## src/rtl/alu_rr_scheduler.sv

```systemverilog
// alu_rr_scheduler: shares one combinational ALU between N valid/ready
// requesters. A round-robin arbiter picks a lane, its operands are latched,
// executed on the single alu instance, and the result is returned on an
// id-tagged valid/ready response channel. One operation per three cycles.

// Combinational ALU: add/sub/and/or/xor; results wrap modulo 2^WIDTH.
module alu #(
    parameter int WIDTH = 8
) (
    input  logic [2:0]       op,
    input  logic [WIDTH-1:0] a,
    input  logic [WIDTH-1:0] b,
    output logic [WIDTH-1:0] y
);

    // Operation select; undefined codes produce zero.
    // NOTE: every output of a combinational block gets a default before any
    // branch, so no path leaves it unassigned and no latch is inferred.
    always_comb begin
        y = '0;
        case (op)
            3'b000:  y = a + b;
            3'b001:  y = a - b;
            3'b010:  y = a & b;
            3'b011:  y = a | b;
            3'b100:  y = a ^ b;
            default: y = '0;
        endcase
    end

`ifndef SYNTHESIS
    // Catch any caller that lets an undefined op code reach the datapath.
    always_comb begin
        assert (op <= 3'b100) else $error("alu: undefined op code %0d", op);
    end
`endif

endmodule

module alu_rr_scheduler #(
    parameter  int WIDTH = 8,
    parameter  int N     = 4,
    localparam int IDW   = (N > 1) ? $clog2(N) : 1
) (
    input  logic               clk,
    input  logic               rst_n,
    input  logic [N-1:0]       req_valid,
    output logic [N-1:0]       req_ready,
    input  logic [N*WIDTH-1:0] req_a,
    input  logic [N*WIDTH-1:0] req_b,
    input  logic [N*3-1:0]     req_op,
    output logic               rsp_valid,
    input  logic               rsp_ready,
    output logic [IDW-1:0]     rsp_id,
    output logic [WIDTH-1:0]   rsp_y,
    output logic               rsp_err,
    output logic               busy
);

    typedef enum logic [1:0] {
        IDLE = 2'd0,
        EXEC = 2'd1,
        RESP = 2'd2
    } state_t;

    localparam logic [2:0] OP_MAX = 3'b100;

    state_t           state_q,   state_d;
    logic [IDW-1:0]   rr_ptr_q,  rr_ptr_d;
    logic [IDW-1:0]   id_q,      id_d;
    logic [WIDTH-1:0] a_q,       a_d;
    logic [WIDTH-1:0] b_q,       b_d;
    logic [2:0]       op_q,      op_d;
    logic [IDW-1:0]   rsp_id_q,  rsp_id_d;
    logic [WIDTH-1:0] rsp_y_q,   rsp_y_d;
    logic             rsp_err_q, rsp_err_d;

    logic             any_valid;
    logic [IDW-1:0]   grant_idx;
    logic [IDW-1:0]   grant_next;
    logic [N-1:0]     grant_oh;
    logic [WIDTH-1:0] sel_a;
    logic [WIDTH-1:0] sel_b;
    logic [2:0]       sel_op;

    logic             op_invalid;
    logic [2:0]       alu_op;
    logic [WIDTH-1:0] alu_y;

    // Round-robin search: first valid lane at or after rr_ptr, wrapping.
    always_comb begin
        logic [IDW:0] cand;
        any_valid = 1'b0;
        grant_idx = '0;
        cand      = '0;
        for (int k = 0; k < N; k++) begin
            cand = {1'b0, rr_ptr_q} + (IDW+1)'(k);
            if (cand >= (IDW+1)'(N)) begin
                cand = cand - (IDW+1)'(N);
            end
            if (!any_valid && req_valid[cand[IDW-1:0]]) begin
                any_valid = 1'b1;
                grant_idx = cand[IDW-1:0];
            end
        end
    end

    // Pointer moves to the lane after the winner so it gets lowest priority.
    always_comb begin
        grant_next = (grant_idx == IDW'(N - 1)) ? '0 : grant_idx + IDW'(1);
    end

    // Decode the winner to a one-hot and mux its operands.
    always_comb begin
        grant_oh = '0;
        sel_a    = '0;
        sel_b    = '0;
        sel_op   = '0;
        for (int i = 0; i < N; i++) begin
            if (any_valid && grant_idx == IDW'(i)) begin
                grant_oh[i] = 1'b1;
                sel_a       = req_a[i*WIDTH +: WIDTH];
                sel_b       = req_b[i*WIDTH +: WIDTH];
                sel_op      = req_op[i*3 +: 3];
            end
        end
    end

    // Undefined op codes are steered to a harmless add; the result is zeroed later.
    always_comb begin
        op_invalid = (op_q > OP_MAX);
        alu_op     = op_invalid ? 3'b000 : op_q;
    end

    alu #(
        .WIDTH(WIDTH)
    ) u_alu (
        .op(alu_op),
        .a (a_q),
        .b (b_q),
        .y (alu_y)
    );

    // Next-state and handshake logic for the IDLE -> EXEC -> RESP sequence.
    always_comb begin
        state_d   = state_q;
        rr_ptr_d  = rr_ptr_q;
        id_d      = id_q;
        a_d       = a_q;
        b_d       = b_q;
        op_d      = op_q;
        rsp_id_d  = rsp_id_q;
        rsp_y_d   = rsp_y_q;
        rsp_err_d = rsp_err_q;
        req_ready = '0;
        unique case (state_q)
            IDLE: begin
                if (any_valid) begin
                    // Nothing is accepted while reset is held.
                    req_ready = rst_n ? grant_oh : '0;
                    a_d       = sel_a;
                    b_d       = sel_b;
                    op_d      = sel_op;
                    id_d      = grant_idx;
                    rr_ptr_d  = grant_next;
                    state_d   = EXEC;
                end
            end
            EXEC: begin
                rsp_y_d   = op_invalid ? '0 : alu_y;
                rsp_err_d = op_invalid;
                rsp_id_d  = id_q;
                state_d   = RESP;
            end
            RESP: begin
                if (rsp_ready) begin
                    state_d = IDLE;
                end
            end
            default: begin
                state_d = IDLE;
            end
        endcase
    end

    // State, pointer, latched request and response registers.
    // NOTE: clocked state uses non-blocking assignments so every flop samples
    // pre-edge values and the update order within the block is irrelevant.
    always_ff @(posedge clk or negedge rst_n) begin
        if (!rst_n) begin
            state_q   <= IDLE;
            rr_ptr_q  <= '0;
            id_q      <= '0;
            a_q       <= '0;
            b_q       <= '0;
            op_q      <= '0;
            rsp_id_q  <= '0;
            rsp_y_q   <= '0;
            rsp_err_q <= 1'b0;
        end else begin
            state_q   <= state_d;
            rr_ptr_q  <= rr_ptr_d;
            id_q      <= id_d;
            a_q       <= a_d;
            b_q       <= b_d;
            op_q      <= op_d;
            rsp_id_q  <= rsp_id_d;
            rsp_y_q   <= rsp_y_d;
            rsp_err_q <= rsp_err_d;
        end
    end

    // Response channel and status are pure functions of registered state.
    always_comb begin
        rsp_valid = (state_q == RESP);
        busy      = (state_q != IDLE);
        rsp_id    = rsp_id_q;
        rsp_y     = rsp_y_q;
        rsp_err   = rsp_err_q;
    end

`ifndef SYNTHESIS
    // At most one requester is accepted in any cycle.
    assert property (@(posedge clk) disable iff (!rst_n) $onehot0(req_ready))
        else $error("alu_rr_scheduler: more than one req_ready high");

    // A stalled response must keep its payload until it is taken.
    assert property (@(posedge clk) disable iff (!rst_n)
        (rsp_valid && !rsp_ready) |=>
            (rsp_valid && $stable(rsp_id) && $stable(rsp_y) && $stable(rsp_err)))
        else $error("alu_rr_scheduler: response changed while stalled");
`endif

endmodule
```

## config.mk

```make
export PLATFORM = sky130hd
export DESIGN_NAME = alu_rr_scheduler
export DESIGN_NICKNAME = d
export VERILOG_FILES = /design/src/rtl/alu_rr_scheduler.sv
export SDC_FILE = /design/constraint.sdc
export NUM_CORES = 1
export LEC_CHECK = 0
export BUFFER_PORTS_ARGS = -buffer_cell sky130_fd_sc_hd__buf_2
export CORE_UTILIZATION = 35
export CTS_CLUSTER_DIAMETER = 30
export DETAILED_ROUTE_END_ITERATION = 10
export PLACE_DENSITY = 0.65
export SETUP_SLACK_MARGIN = 0.05
export SKIP_LAST_GASP = 1
export SYNTH_ARGS = -nofsm -noshare
export SYNTH_HDL_FRONTEND = slang
export SYNTH_SLANG_ARGS = --single-unit
```

## constraint.sdc

```tcl
create_clock -name clk -period 3.2 [get_ports clk]
set_clock_uncertainty 0.15 [all_clocks]
set_input_delay 0.32 -clock clk [delete_from_list [all_inputs] [get_ports clk]]
set_output_delay 0.32 -clock clk [all_outputs]
set_load 0.1 [all_outputs]
```

Yosys cells after proc, flatten, opt, wreduce, memory -nomap -nowiden
Index checks and enable logic that the tools add are counted.
{ "totals": {"reg_bits": 36, "in_bits": 83, "output_inout_bits": 17, "elab_cells": 104} }
{ "op_classes": {"n_addsub": 10, "order_cmp": 9, "n_eq_ne": 11, "muxes": 46, "bitwise": 3, "n_reduce_logical": 16} }
{ "op_table": {"columns": ["operator", "n"], "rows": [
  ["8-bit 2-to-1 mux", 9],
  ["8-bit one-hot mux with 5 select lines", 1],
  ["2-bit 2-to-1 mux", 11],
  ["3-bit 2-to-1 mux", 5],
  ["2-bit by 3-bit < comparator with 1-bit output (second input constant)", 4],
  ["1-bit 2-to-1 mux", 12],
  ["4-bit 2-to-1 mux", 3],
  ["3-bit greater-or-equal comparator (second input constant)", 3],
  ["8-bit adder", 1],
  ["8-bit AND", 1],
  ["1-bit binary-select mux with 2-bit select", 4],
  ["8-bit bitwise OR", 1],
  ["2-bit by 1-bit subtractor with 2-bit output (second input constant)", 4],
  ["8-bit subtractor", 1],
  ["8-bit XOR", 1],
  ["1-bit logical AND", 7],
  ["2-bit by 2-bit adder with 3-bit output (second input constant)", 2],
  ["2-bit equality test (second input constant)", 3],
  ["3-bit by 2-bit equality test with 1-bit output (second input constant)", 2],
  ["2-bit one-hot mux with 3 select lines", 1],
  ["2-bit by 1-bit equality test with 1-bit output (second input constant)", 2],
  ["2-bit zero test", 2],
  ["2-bit AND reduction", 2],
  ["2-bit by 1-bit adder with 3-bit output (second input constant)", 1],
  ["10 further kinds", 12]
]} }

Logic depth before layout (Yosys ltp)
{ "logic_depth": {"ltp_word": 20, "ltp_mapped": 12, "ltp_nobuf": 10} }

Modules after synthesis
Synthesis repeated with hierarchy kept, for this count alone.
{ "unflattened": {"hier_cells": 353, "area_unflattened_um2": 3078.0} }
{ "by_module_without_submodules": {"columns": ["module", "instances", "cells_each", "area_each_um2", "seq_area_each_um2"], "rows": [
  ["alu_rr_scheduler", 1, 224, 2147.1, 900.9],
  ["alu", 1, 129, 930.9, 0.0]
]} }

Worst setup path after synthesis
Ideal clock, no wire load.
{ "synth_timing": {"path_type": "register to output", "start": "register rr_ptr_q[1]", "end": "output req_ready[3]", "t_arrival_ns": 2.643, "t_required_ns": 2.730, "path_slack_ns": 0.087, "path_stages_with_launch": 7, "n_path_buf": 2, "path_cell_list": "dfrtp_1 > mux2i_1 > a211oi_1 > ha_1 > clkbuf_1 > clkbuf_1 > and3_1"} }
{ "synth_between": {"elab_chain_len": 20, "word_cells_on_any_way": 43} }
{ "synth_rtl": {"columns": ["item", "line_no", "text"], "rows": [
  ["start, declared", "69", "logic [IDW-1:0] rr_ptr_q, rr_ptr_d;"],
  ["start signal, assigned", "202", "rr_ptr_q <= rr_ptr_d;"],
  ["branches (longest 13 deep; another with 2-bit by 1-bit adder with 3-bit output)", null, null],
  ["2-bit 2-to-1 mux (*)", "101", "if (!any_valid && req_valid[cand[IDW-1:0]]) begin"],
  ["net grant_idx[0]", "79", "logic [IDW-1:0] grant_idx;"],
  ["2-bit equality test (*)", "120", "if (any_valid && grant_idx == IDW'(i)) begin"],
  ["1-bit logical AND (*)", "120", null],
  ["1-bit 2-to-1 mux (*)", "120", null],
  ["4-bit 2-to-1 mux (*)", "160", "req_ready = rst_n ? grant_oh : '0;"],
  ["4-bit 2-to-1 mux (*)", "158", "if (any_valid) begin"],
  ["4-bit 2-to-1 mux (*)", "156", "unique case (state_q)"],
  ["end, declared", "48", "output logic [N-1:0] req_ready,"]
]} }
Mark *: on every way through the listed nets, which the timed path passes. The select of a mux whose other input is x is not followed.

Worst setup path in the final report
{ "layout_timing": {"start": "register rr_ptr_q[1]", "end": "output req_ready[2]"} }
Same word-level chain as after synthesis.

==> impl_metrics.xml <==
<?xml version="1.0" encoding="UTF-8"?>
<metrics>
  <group name="synthesis">
    <metric name="dominant_cells_by_area_after_synthesis" unit="">sky130_fd_sc_hd__dfrtp_1 30%, sky130_fd_sc_hd__ha_1 12%, sky130_fd_sc_hd__a21oi_1 8.6%</metric>
    <metric name="synth-main-ff-cell" unit="">sky130_fd_sc_hd__dfrtp_1</metric>
    <metric name="post_synth_xor_area_fraction" unit="%">2.55</metric>
    <metric name="async_flop_share" unit="%">100</metric>
    <metric name="synth-seq-area-share" unit="%">29.6</metric>
    <metric name="synth.ff_latch_count" unit="">36</metric>
    <metric name="synth_top_family_by_area" unit="">compound AO/OA/AOI/OAI gates</metric>
    <metric name="yosys.area_share.simple" unit="%">20.9</metric>
    <metric name="yosys.area_share.adder" unit="%">12.2</metric>
    <metric name="syn-num-nets" unit="">487</metric>
    <metric name="synth.top_cell.area_share" unit="%">29.6</metric>
    <metric name="ys.warnings.count" unit="">0</metric>
    <metric name="syn_area" unit="sq mm">0.00304</metric>
    <metric name="synthMuxAreaShare" unit="%">2.06</metric>
    <metric name="edff_count_synth" unit="">0</metric>
    <metric name="yosys.area.top_type" unit="">sky130_fd_sc_hd__dfrtp_1</metric>
    <metric name="netlist_instances" unit="">375</metric>
    <metric name="synth_compound_gate_area_share" unit="%">25.9</metric>
    <metric name="synth_area_per_cell" unit="sq um">8.10</metric>
    <metric name="post_synth_num_cell_types" unit="">44</metric>
  </group>
  <group name="critical_path">
    <metric name="arrival" unit="ns">2.34</metric>
    <metric name="cp-end-kind" unit="">output pin</metric>
    <metric name="cp_max_fo" unit="">39</metric>
    <metric name="r2r_cells" unit="">9</metric>
    <metric name="path_delay_family" unit="">compound AO/OA/AOI/OAI gates</metric>
    <metric name="start_kind" unit="">flip-flop</metric>
    <metric name="critPathMaxStageDelay" unit="ns">0.46</metric>
    <metric name="worst-setup-path-type" unit="">reg -&gt; out</metric>
    <metric name="critical_path_depth" unit="">8</metric>
    <metric name="critical_path.cell_chain" unit="">a21oi_1, o21a_1, o22ai_1, inv_1, ha_1, buf_4, and3_1, buf_12</metric>
    <metric name="required" unit="ns">2.73</metric>
    <metric name="critical-path-slowest-cell" unit="">sky130_fd_sc_hd__dfrtp_1</metric>
    <metric name="critPathBufInv" unit="">3</metric>
  </group>
  <group name="die">
    <metric name="floorplan.rows" unit="">33</metric>
    <metric name="start_util" unit="%">36.6</metric>
    <metric name="fp.dieH" unit="um">95.2</metric>
    <metric name="ioPinCount" unit="">100</metric>
    <metric name="placeableCoreArea" unit="sq mm">0.00830</metric>
    <metric name="floorplan.die.width" unit="um">95.2</metric>
    <metric name="design.die.area" unit="sq mm">0.00906</metric>
  </group>
  <group name="pwr">
    <metric name="cell_internal_pwr" unit="uW">2130</metric>
    <metric name="power_leakage" unit="uW">0.00178</metric>
    <metric name="pwr_density_cell" unit="mW/mm^2">1200</metric>
    <metric name="switchingPower" unit="uW">2400</metric>
    <metric name="pwr-share-seq" unit="%">20.4</metric>
    <metric name="peakVddDrop" unit="mV">0.491</metric>
    <metric name="power.share.clock" unit="%">8.8</metric>
    <metric name="swShare" unit="%">52.9</metric>
    <metric name="pwr-share-comb" unit="%">70.8</metric>
  </group>
  <group name="sta">
    <metric name="final-setup-viol-count" unit="">0</metric>
    <metric name="least_setup_slack_across_all_paths_after_layout" unit="ns">0.393</metric>
    <metric name="max_freq" unit="MHz">356</metric>
    <metric name="fin_hold_ws" unit="ns">0.0587</metric>
    <metric name="final_hold_viol_count" unit="">0</metric>
    <metric name="worst_margin_pin_slew" unit="ns">0.688</metric>
    <metric name="timing.slew.headroom" unit="%">53.9</metric>
    <metric name="rsz0062_at_grt" unit="">false</metric>
    <metric name="finalCritPeriodShare" unit="%">87.7</metric>
    <metric name="layout_min_cycle_time" unit="ns">2.81</metric>
    <metric name="final_max_slew_viol_count" unit="">0</metric>
    <metric name="totalNegativeSetupSlack" unit="ns">0</metric>
  </group>
  <group name="place">
    <metric name="placed_cells" unit="">563</metric>
    <metric name="port-buffer-count" unit="">99</metric>
    <metric name="place.gp.congestion" unit="">0.892</metric>
    <metric name="detailed_place_hpwl" unit="um">5860</metric>
    <metric name="pre_cts_ws" unit="ns">0.535</metric>
  </group>
  <group name="routing">
    <metric name="drt-total-wl" unit="um">7380</metric>
    <metric name="dr.first_iter.drc_count" unit="">109</metric>
    <metric name="remaining_drc_errors" unit="">0</metric>
    <metric name="drt_first_pass_iters" unit="">4</metric>
    <metric name="drtAntennaViolNets" unit="">0</metric>
    <metric name="wl_per_cell" unit="um">12.9</metric>
    <metric name="route.detailed.vias_per_inst" unit="">5.04</metric>
    <metric name="dr_total_vias" unit="">2885</metric>
  </group>
  <group name="clock_network">
    <metric name="cts_sinks" unit="">36</metric>
    <metric name="worst_setup_hold_path_clk_slew" unit="ns">0.08</metric>
    <metric name="cts-htree-levels" unit="">2</metric>
    <metric name="tritoncts" unit="">done</metric>
    <metric name="clockBufferDepth" unit="">2</metric>
    <metric name="cts-root-buf" unit="">sky130_fd_sc_hd__clkbuf_8</metric>
    <metric name="number_of_clock_buffers_inserted_by_tritoncts" unit="">5</metric>
    <metric name="clock_latency" unit="ns">0.29</metric>
    <metric name="postCtsSetupBuffers" unit="">0</metric>
  </group>
  <group name="grt">
    <metric name="initial_antenna_violation_count" unit="">0</metric>
    <metric name="grt_overall_usage" unit="%">17.1</metric>
    <metric name="grt_max_degree" unit="">45</metric>
    <metric name="first_pass_grt_wire_length" unit="um">12400</metric>
    <metric name="grt_pass1_vias" unit="">2746</metric>
    <metric name="grt.overflow.total" unit="">0</metric>
  </group>
  <group name="cells_and_area">
    <metric name="layout-drive-gt1-share" unit="%">26.8</metric>
    <metric name="finalNonFillerCells" unit="">572</metric>
    <metric name="synthToLayoutAreaGrowth" unit="%">24.7</metric>
    <metric name="fin_nets" unit="">578</metric>
    <metric name="antenna-diode-count" unit="">0</metric>
  </group>
  <group name="flow_run">
    <metric name="cap_viol_max_count" unit="">0</metric>
  </group>
  <group name="min_path">
    <metric name="worst_hold_path.num_cells" unit="">2</metric>
    <metric name="min-delay-path-class" unit="">in -&gt; reg</metric>
  </group>
  <group name="status">
    <metric name="outcome" unit="">finished, final reports clean</metric>
  </group>
</metrics>
[power groups by stage]
| stage | Sequential, uW | Combinational [uW] | Clock [uW] |
|---|---|---|---|
| finish | 924 | 3210 | 400 |
| global route | 965 | 3580 | 428 |
| CTS | 930 | 3220 | 411 |
| detailed placement | 938 | 3200 | 0 |
| global placement | 924 | 3170 | 0 |
| floorplan | 1260 | 2240 | 0 |
[cells in the mapped netlist, drive strengths merged (3+ instances only)]
library cell,n
a211oi,3
a21oi,52
a221oi,7
and3,4
buf,8
clkbuf,16
dfrtp,36
ha,28
inv,27
mux2i,4
nand2,49
nand2b,6
nand3b,16
nor2,14
nor2b,10
nor3,7
nor3b,3
nor4,3
o211ai,17
o21a,19
o21ai,14
or3,5
xnor2,7
[routing by layer]
metal	global-route usage, %	wire, um	vias to the layer above
li1	-	-	1511
met1	24.3	3710	1259
met2	26.8	3180	106
met3	2.55	388	9
met4	4.67	97	0
met5	0	0	-
[sequential cells by signal, indices dropped and copies added, names as in the netlist]
register / cells
a_q: 8
b_q: 8
rsp_y: 8
op_q: 3
id_q: 2
rr_ptr_q: 2
rsp_id: 2
state_q: 2
rsp_err: 1
[repair_timing]
action,CTS,global route
endpoints found under the setup margin,0,0
endpoints found under the hold margin,36,0
gates resized for setup,0,0
hold buffers,1,0
[layout make-up]
class                           instances  area [sq um]
Multi-Input combinational cell        288          1930
Inverter                               27           101
Fill cell                             827          4510
Clock inverter                          3          42.5
Tap cell                              105           131
Timing Repair Buffer                  108           611
Sequential cell                        36           901
Clock buffer                            5          68.8
[worst reg2reg max path, delay by kind of cell (launching register included)]
family                     cells  cell delay [ns]
adders and majority gates      1             0.21
muxes                          1             0.41
DFF                            1             0.48
AOI/OAI and AO/OA              3             0.53
and+or+nand+nor                3             0.75
buffers and inverters          1             0.06
[final timing paths]
path / endpoint / from / slack [ns]
worst max-delay path: req_ready[2] / rr_ptr_q[1] / 0.39
worst min-delay path: state_q[1] / rsp_ready / 0.06
worst max register to register: rsp_y[5] / op_q[1] / 0.52
worst min register to register: rsp_id[0] / rsp_id[0] / 0.32
max in group asynchronous: b_q[5] / rst_n / 2.09
min in group asynchronous: rr_ptr_q[1] / rst_n / 0.46
[cell families after synthesis]
family                   Yosys count
AO/OA/AOI/OAI                    125
AND/OR/NAND/NOR                  120
buffers and inverters             51
flip-flops                        36
adder cells (fa/ha/maj)           29
XOR/XNOR                           8
multiplexers                       6
[cells in the final DEF (no fill, tap or decap), drive strengths merged, types with 7 or more instances in the layout]
| master | instances |
|---|---|
| ha | 28 |
| a221oi | 7 |
| o211ai | 17 |
| nand3b | 16 |
| xnor2 | 7 |
| inv | 27 |
| o21a | 19 |
| buf | 107 |
| nor2 | 14 |
| nor3 | 7 |
| a21oi | 52 |
| o21ai | 14 |
| dfrtp | 36 |
| nand2 | 49 |
| nor2b | 10 |
[metrics by stage]
stage          total power, uW  util [%]  cell area (sq um)
6_report                  4530      45.7               3790
5_1_grt                   4970      45.7               3790
4_1_cts                   4560      45.7               3790
3_5_place_dp              4140      44.2               3670
3_3_place_gp              4100      44.2               3670
2_1_floorplan             3500         -               3040
No activity file was read; power rests on OpenSTA's default activity.
